$ cat config.mk
export PLATFORM = sky130hd
export DESIGN_NAME = stump_control_seq
export DESIGN_NICKNAME = d
export VERILOG_FILES = /design/src/rtl/stump_control_seq.sv
export SDC_FILE = /design/constraint.sdc
export NUM_CORES = 1
export LEC_CHECK = 0
export CAP_MARGIN = 20
export CORE_ASPECT_RATIO = 0.7
export CORE_MARGIN = 10
export CORE_UTILIZATION = 45
export DETAILED_ROUTE_END_ITERATION = 6
export GPL_TIMING_DRIVEN = 0
export PLACE_DENSITY = 0.95
export SLEW_MARGIN = 20
export SYNTH_ARGS = -nofsm -noshare
export SYNTH_HDL_FRONTEND = slang
export SYNTH_SLANG_ARGS = --single-unit
$ cat constraint.sdc
create_clock -name CLK -period 5.2 [get_ports CLK]
set_clock_uncertainty 0.1 [all_clocks]
set_input_delay 1.56 -clock CLK [delete_from_list [all_inputs] [get_ports CLK]]
set_output_delay 1.56 -clock CLK [all_outputs]
set_load 0.03 [all_outputs]
$ cat src/rtl/stump_control_seq.sv
// stump_control_seq: FETCH/EXECUTE/MEMORY sequencer for the Stump datapath.
// Optional macro STUMP_WAITSTATE_EN enables the MEM_RDY stall handshake.
`default_nettype none

module stump_control_seq (
    input  logic        CLK,
    input  logic        nRST,
    input  logic [15:0] IR,
    input  logic [3:0]  CC,
    input  logic        MEM_RDY,
    output logic [1:0]  STATE,
    output logic        IR_CE,
    output logic        PC_CE,
    output logic        REG_WE,
    output logic        CC_CE,
    output logic        MEM_RE,
    output logic        MEM_WE,
    output logic        ADDR_SEL,
    output logic        BR_TAKEN,
    output logic [15:0] INSTR_CNT
);

    typedef enum logic [1:0] {
        S_FETCH   = 2'b00,
        S_EXECUTE = 2'b01,
        S_MEMORY  = 2'b10,
        S_ILLEGAL = 2'b11
    } state_t;

    state_t      state;
    logic [15:0] instr_cnt;
    logic        ready;

`ifdef STUMP_WAITSTATE_EN
    assign ready = MEM_RDY;
    logic [8:0] unused_ir;
    assign unused_ir = {IR[12], IR[7:0]};
`else
    assign ready = 1'b1;
    logic [9:0] unused_ir;
    assign unused_ir = {MEM_RDY, IR[12], IR[7:0]};
`endif

    logic [2:0] op;
    logic       is_ldst;
    logic       is_br;
    logic       s_bit;
    logic       flag_n, flag_z, flag_v, flag_c;
    logic       cond;

    assign op      = IR[15:13];
    assign is_ldst = (op == 3'b110);
    assign is_br   = (op == 3'b111);
    assign s_bit   = IR[11];
    assign {flag_n, flag_z, flag_v, flag_c} = CC;

    always_comb begin
        cond = 1'b0;
        case (IR[11:8])
            4'h0: cond = 1'b1;
            4'h1: cond = 1'b0;
            4'h2: cond = ~flag_c & ~flag_z;
            4'h3: cond = flag_c | flag_z;
            4'h4: cond = ~flag_c;
            4'h5: cond = flag_c;
            4'h6: cond = ~flag_z;
            4'h7: cond = flag_z;
            4'h8: cond = ~flag_v;
            4'h9: cond = flag_v;
            4'hA: cond = ~flag_n;
            4'hB: cond = flag_n;
            4'hC: cond = (flag_n == flag_v);
            4'hD: cond = (flag_n != flag_v);
            4'hE: cond = ~flag_z & (flag_n == flag_v);
            4'hF: cond = flag_z | (flag_n != flag_v);
            default: cond = 1'b0;
        endcase
    end

    // Strobes are gated by nRST so nothing fires while reset is held.
    always_comb begin
        IR_CE    = 1'b0;
        PC_CE    = 1'b0;
        REG_WE   = 1'b0;
        CC_CE    = 1'b0;
        MEM_RE   = 1'b0;
        MEM_WE   = 1'b0;
        ADDR_SEL = 1'b0;
        BR_TAKEN = 1'b0;
        if (nRST) begin
            case (state)
                S_FETCH: begin
                    MEM_RE = 1'b1;
                    IR_CE  = ready;
                    PC_CE  = ready;
                end
                S_EXECUTE: begin
                    if (is_br) begin
                        BR_TAKEN = cond;
                        PC_CE    = cond;
                    end else if (!is_ldst) begin
                        REG_WE = 1'b1;
                        CC_CE  = s_bit;
                    end
                end
                S_MEMORY: begin
                    ADDR_SEL = 1'b1;
                    if (s_bit) begin
                        MEM_WE = 1'b1;
                    end else begin
                        MEM_RE = 1'b1;
                        REG_WE = ready;
                    end
                end
                default: ;
            endcase
        end
    end

    always_ff @(posedge CLK or negedge nRST) begin
        if (!nRST) begin
            state     <= S_FETCH;
            instr_cnt <= 16'h0000;
        end else begin
            case (state)
                S_FETCH: begin
                    if (ready) state <= S_EXECUTE;
                end
                S_EXECUTE: begin
                    if (is_ldst) begin
                        state <= S_MEMORY;
                    end else begin
                        state     <= S_FETCH;
                        instr_cnt <= instr_cnt + 16'h0001;
                    end
                end
                S_MEMORY: begin
                    if (ready) begin
                        state     <= S_FETCH;
                        instr_cnt <= instr_cnt + 16'h0001;
                    end
                end
                default: state <= S_FETCH;
            endcase
        end
    end

    assign STATE     = state;
    assign INSTR_CNT = instr_cnt;

endmodule

`default_nettype wire

==> metrics.txt, run 1 <==
status=complete, no violations; via count of the first global-routing pass=between 900 and 1000; number of max-slew violations in the final report=0; CTS Buf Count=3; Filler cells=between 150 and 200; count of endpoints failing setup in the final report=0; DRT Wirelength=roughly 2800 um; peak supply drop=between 300 and 400 uV; number of diodes added for antenna fixing=0; Ports=just under 50; HP Class=reg -> reg; fraction of registers with async set/reset=1.00; Crit path arrival time=3310 ps; vertical die dimension=61.9 um; highest attainable clock frequency=roughly 200 MHz; number of maximum-capacitance constraint violations=0; library cell occupying the most area in the post-synthesis netlist=sky130_fd_sc_hd__dfrtp_1; first-pass iteration count of the detailed router=4; Worst setup SP type=primary input; most common cell in the netlist=sky130_fd_sc_hd__dfrtp_1; Static Leakage=about 0.7 nW; clock insertion delay at the later pin of the skew report=around 280 ps; overall die area=just under 5000 um^2; worst slew pin tran=between 500 and 600 ps; antenna violations before repair=0; Util after Layout=0.635; most common flop cell mapped by yosys=sky130_fd_sc_hd__dfrtp_1; wire length of the first global-routing pass=between 4000 and 5000 um; top cells by instance count after synthesis=sky130_fd_sc_hd__dfrtp_1 (18), sky130_fd_sc_hd__nand2_1 (15), sky130_fd_sc_hd__xor2_1 (10), sky130_fd_sc_hd__xnor2_1 (9); Layout Nets=around 180; vias per inst=roughly 5.0; class of the most critical setup path=in -> out; core area=~2400 um^2; DRC Markers=0; Die X=~80 um; cell chosen for the clock root=sky130_fd_sc_hd__clkbuf_4; Synth warnings=0; buffer depth of the longest clock path=2; num rows=15; ratio of cells with drive above 1 in the final layout=0.130; Synthesized Nets=roughly 140; maximum number of pins on one net before global-route repair=25; top-area cell type share of the netlist area=0.400; RePlAce Congestion=a little under 0.8; TritonCTS clock tree=done; CTS sink count=18; initial cell density of the core=0.466; CTS H-tree lvls=1; crit path time final=4970 ps; final hold vios=0; Avg Synthesized Cell Area=approximately 9.8 um^2; count of port buffers added during placement=36; share of the clock period used by the worst path=0.955; growth of design area from synthesis to finish=36.4%; count of different cell masters after synthesis=37; Max transition margin=0.641; count of vias placed by the detailed router=940; sum of internal, switching and leakage power=0.589 mW; gr usage total=0.118; pwr/cell area=about 380 nW/um^2; area of the mapped netlist=1130 um^2; peak fanout along the critical path=3; critical path data required time=roughly 3500 ps; worst-case hold slack=approximately 370 ps; detailed placer's ending HPWL=about 2300 um; post-synthesis cell count=roughly 120; Worst Setup End Kind=primary output; post-synthesis sequential area ratio=0.400; remaining antenna violation count=0; EDFF count, synth=0; Clk pin slew, worst setup/hold paths=around 90 ps; wire length per cell=around 15 um; post-synthesis register bit count=18; setup repair after global routing missed its margin=no; Starting DRT DRC Count=59; top post-synthesis cells by area=sky130_fd_sc_hd__dfrtp_1 (40%), sky130_fd_sc_hd__xor2_1 (7.8%), sky130_fd_sc_hd__xnor2_1 (7.0%), sky130_fd_sc_hd__nand2_1 (5.0%), sky130_fd_sc_hd__ha_1 (4.4%); gr ovfl total=0
area by class of cell:
cell class                 instances  area [um^2]  share of cell area
timing repair buffer              36          345               0.225
buffer                             3         21.3              0.0138
sequential                        18          450               0.293
tap                               34         42.5              0.0277
clock buffer                       3         22.5              0.0146
inverter                           8         30.0              0.0195
multi-input combinational         86          626               0.407
kinds of logic after synthesis:
| group | after synthesis | share of synthesized area |
|---|---|---|
| and+or+nand+nor | 48 | 0.259 |
| xor gates and xnor gates | 19 | 0.148 |
| DFF | 18 | 0.400 |
| AOI/OAI and AO/OA | 11 | 0.0666 |
| buffers and inverters | 11 | 0.0455 |
| muxes | 4 | 0.0377 |
| adders and majority gates | 4 | 0.0444 |
registers in the layout, summed over array words and instances (netlist names):
signal,cells
INSTR_CNT,16
STATE,2
worst max-delay path, cell delays in order:
cell                              delay [ps]
sky130_fd_sc_hd__clkdlybuf4s50_1         540
sky130_fd_sc_hd__xor2_1                  170
sky130_fd_sc_hd__mux2_1                  340
sky130_fd_sc_hd__o22ai_1                 190
sky130_fd_sc_hd__a211oi_2                120
sky130_fd_sc_hd__o21ai_1                 150
sky130_fd_sc_hd__clkbuf_2                230
through the flow:
stage,instance area [um^2],TNS [ps],setup WS (ps),instances
floorplan,1130,0,664,115
global placement,1530,-1050,-216,185
detailed placement,1530,-1450,-296,185
CTS,1550,0,42.1,188
global route,1540,0,135,188
finish,1540,0,233,188
final timing paths:
check                      depth (start not counted)                        end  slack, ps                 startpoint
hold reg to reg                                    1  INSTR_CNT[15]$_DFFE_PN0P_        370  INSTR_CNT[15]$_DFFE_PN0P_
hold / removal                                     1  INSTR_CNT[15]$_DFFE_PN0P_        370  INSTR_CNT[15]$_DFFE_PN0P_
max in group asynchronous                          1   INSTR_CNT[7]$_DFFE_PN0P_       3500                       nRST
min in group asynchronous                          1   INSTR_CNT[3]$_DFFE_PN0P_       1150                       nRST
setup reg to reg                                   7  INSTR_CNT[15]$_DFFE_PN0P_       3250         STATE[1]$_DFF_PN0_
setup / recovery                                   7                      PC_CE        230                      CC[1]
layer usage:
layer,wire length [um],track usage
met5,0,0
met4,46,0.0475
met3,131,0.0345
met2,1520,0.218
met1,1060,0.126
placed cells by master (no fill, tap or decap), drive strengths merged, types with 3 or more instances in the layout:
cell type | synthesis | layout
and3 | 3 | 3
clkbuf | 1 | 7
clkdlybuf4s50 | 0 | 33
dfrtp | 18 | 18
ha | 4 | 4
inv | 8 | 8
nand2 | 16 | 16
nand3 | 4 | 4
nand4 | 3 | 3
nor2 | 10 | 10
nor2b | 3 | 3
nor3 | 4 | 4
o21ai | 4 | 4
xnor2 | 9 | 9
xor2 | 10 | 10
power breakdown:
group / total [mW] / switching, mW / leakage [nW] / internal (mW)
registers: 0.221 / 0.0487 / 0.231 / 0.172
clock network: 0.0636 / 0.0368 / 0.0138 / 0.0269
logic: 0.304 / 0.176 / 0.437 / 0.128
total: 0.589 / 0.261 / 0.682 / 0.327
timing repair:
action,CTS,global route
hold buffers,0,0
pin swaps,0,0
setup buffers,0,0
endpoints found under the setup margin,8,5
hold endpoints to repair,0,0
resized for setup,3,6
Power figures use the tool's default switching activity.
==> inputs of run 2 (changes only) <==
--- a/config.mk
+++ b/config.mk
@@ -6,7 +6,6 @@
 export NUM_CORES = 1
 export LEC_CHECK = 0
 export CAP_MARGIN = 20
-export CORE_ASPECT_RATIO = 0.7
 export CORE_MARGIN = 10
 export CORE_UTILIZATION = 45
 export DETAILED_ROUTE_END_ITERATION = 6
==> metrics.txt, run 2 (same netlist as run 1, synthesis figures left out) <==
pre-CTS setup slack=-338 ps; gr ovfl total=0; count of endpoints failing setup in the final report=0; buffer depth of the longest clock path=2; DRT Wirelength=2870 um; Largest register FFs=16; RePlAce Congestion=between 0.8 and 0.9; cell chosen for the clock root=sky130_fd_sc_hd__clkbuf_4; final critical-path setup slack=around 160 ps; HP Class=reg -> reg; Cell Count Post-Placement=~180; Cell Count, Final, Fillers Out=185; final hold vios=0; commonest non-fill, non-tap cell in the layout=sky130_fd_sc_hd__clkdlybuf4s50_1; CTS sink count=18; finished layout cell area=between 1500 and 2000 um^2; class of the most critical setup path=in -> out; number of max-slew violations in the final report=0; num rows=18; Clk pin slew, worst setup/hold paths=~110 ps; number of diodes added for antenna fixing=0; status=complete, no violations; commonest cells after routing, fill and taps aside=sky130_fd_sc_hd__clkdlybuf4s50_1 (33), sky130_fd_sc_hd__dfrtp_1 (18), sky130_fd_sc_hd__nand2_1 (15); peak fanout along the critical path=7; number of maximum-capacitance constraint violations=0; initial cell density of the core=0.463; clock insertion delay at the later pin of the skew report=between 300 and 400 ps; crit path time final=around 5000 ps; vertical die dimension=70.1 um; Worst setup SP type=primary input; first-pass iteration count of the detailed router=4; highest attainable clock frequency=198 MHz; gr usage total=0.117; pwr/cell area=~400 nW/um^2; growth of design area from synthesis to finish=37.6%; share of the clock period used by the worst path=0.970; critical path's top delay family=buffers and inverters; list of cells traversed by the critical path=clkdlybuf4s50_1, nor2b_1, nor3_1, a32o_1, a211oi_2, nor2_1, clkdlybuf4s15_1; worst slew pin tran=546 ps; wire length of the first global-routing pass=between 4000 and 5000 um; count of vias placed by the detailed router=963; Starting DRT DRC Count=26; cell area after placement=approximately 1500 um^2; DRC Markers=0; sum of internal, switching and leakage power=a little over 0.6 mW; Crit path arrival time=around 3400 ps; library cell contributing the largest single delay on the critical path=sky130_fd_sc_hd__clkdlybuf4s50_1; count of port buffers added during placement=36; setup repair after global routing missed its margin=no; wire length per cell=about 16 um; Layout Nets=between 150 and 200; ratio of cells with drive above 1 in the final layout=0.129; Max transition margin=0.636; maximum number of pins on one net before global-route repair=25; peak supply drop=between 300 and 400 uV; CTS Buf Count=3; detailed placer's ending HPWL=between 2000 and 2500 um; Crit path buffers/inverters=2; Slowest Stage Delay on Critical Path=roughly 600 ps; CTS H-tree lvls=1; vias per inst=about 5.2; overall die area=around 4900 um^2; Static Leakage=0.689 nW; Worst Setup End Kind=primary output; worst-case hold slack=~370 ps; Die X=about 70 um; critical path data required time=about 3500 ps; TritonCTS clock tree=done; via count of the first global-routing pass=approximately 1000; remaining antenna violation count=0; core area=2430 um^2; Ports=approximately 50; antenna violations before repair=0
-- run 2: timing repair --
action	4_1_cts	5_1_grt
setup buffers	0	0
gates resized for setup	3	5
hold buffers	0	0
endpoints found under the setup margin	8	4
-- run 2: worst paths after layout --
path | slack [ps] | cells past startpoint | start | endpoint
worst max-delay path | 160 | 7 | IR[10] | BR_TAKEN
worst min-delay path | 370 | 1 | INSTR_CNT[15]$_DFFE_PN0P_ | INSTR_CNT[15]$_DFFE_PN0P_
worst max register to register | 3320 | 7 | STATE[1]$_DFF_PN0_ | INSTR_CNT[15]$_DFFE_PN0P_
worst min register to register | 370 | 1 | INSTR_CNT[15]$_DFFE_PN0P_ | INSTR_CNT[15]$_DFFE_PN0P_
max in group asynchronous | 3530 | 1 | nRST | INSTR_CNT[1]$_DFFE_PN0P_
min in group asynchronous | 1110 | 1 | nRST | INSTR_CNT[14]$_DFFE_PN0P_
-- run 2: area by class of cell --
class                           count  area, um^2
Inverter                            8        30.0
Fill cell                         205         881
Sequential cell                    18         450
Clock buffer                        4        36.3
Tap cell                           30        37.5
Multi-Input combinational cell     86         626
Buffer                              3        21.3
Timing Repair Buffer               36         350
-- run 2: per-layer routing --
| metal | vias to the layer above | wire, um | track usage |
|---|---|---|---|
| li1 | 463 | - | - |
| met5 | - | 0 | 0 |
| met3 | 3 | 139 | 0.0325 |
| met4 | 0 | 38 | 0.0461 |
| met1 | 475 | 1130 | 0.115 |
| met2 | 22 | 1570 | 0.225 |
-- run 2: report_power, final --
group | internal, mW | switching [mW]
clock network | 0.0428 | 0.0473
registers | 0.172 | 0.0482
logic | 0.128 | 0.178
total | 0.343 | 0.274
-- run 2: through the flow --
stage,utilization,setup TNS (ps)
final,0.638,0
after global routing,0.638,0
after detailed placement,0.627,-1480
after global placement,0.627,-979
after CTS,0.640,0
after floorplan,-,0
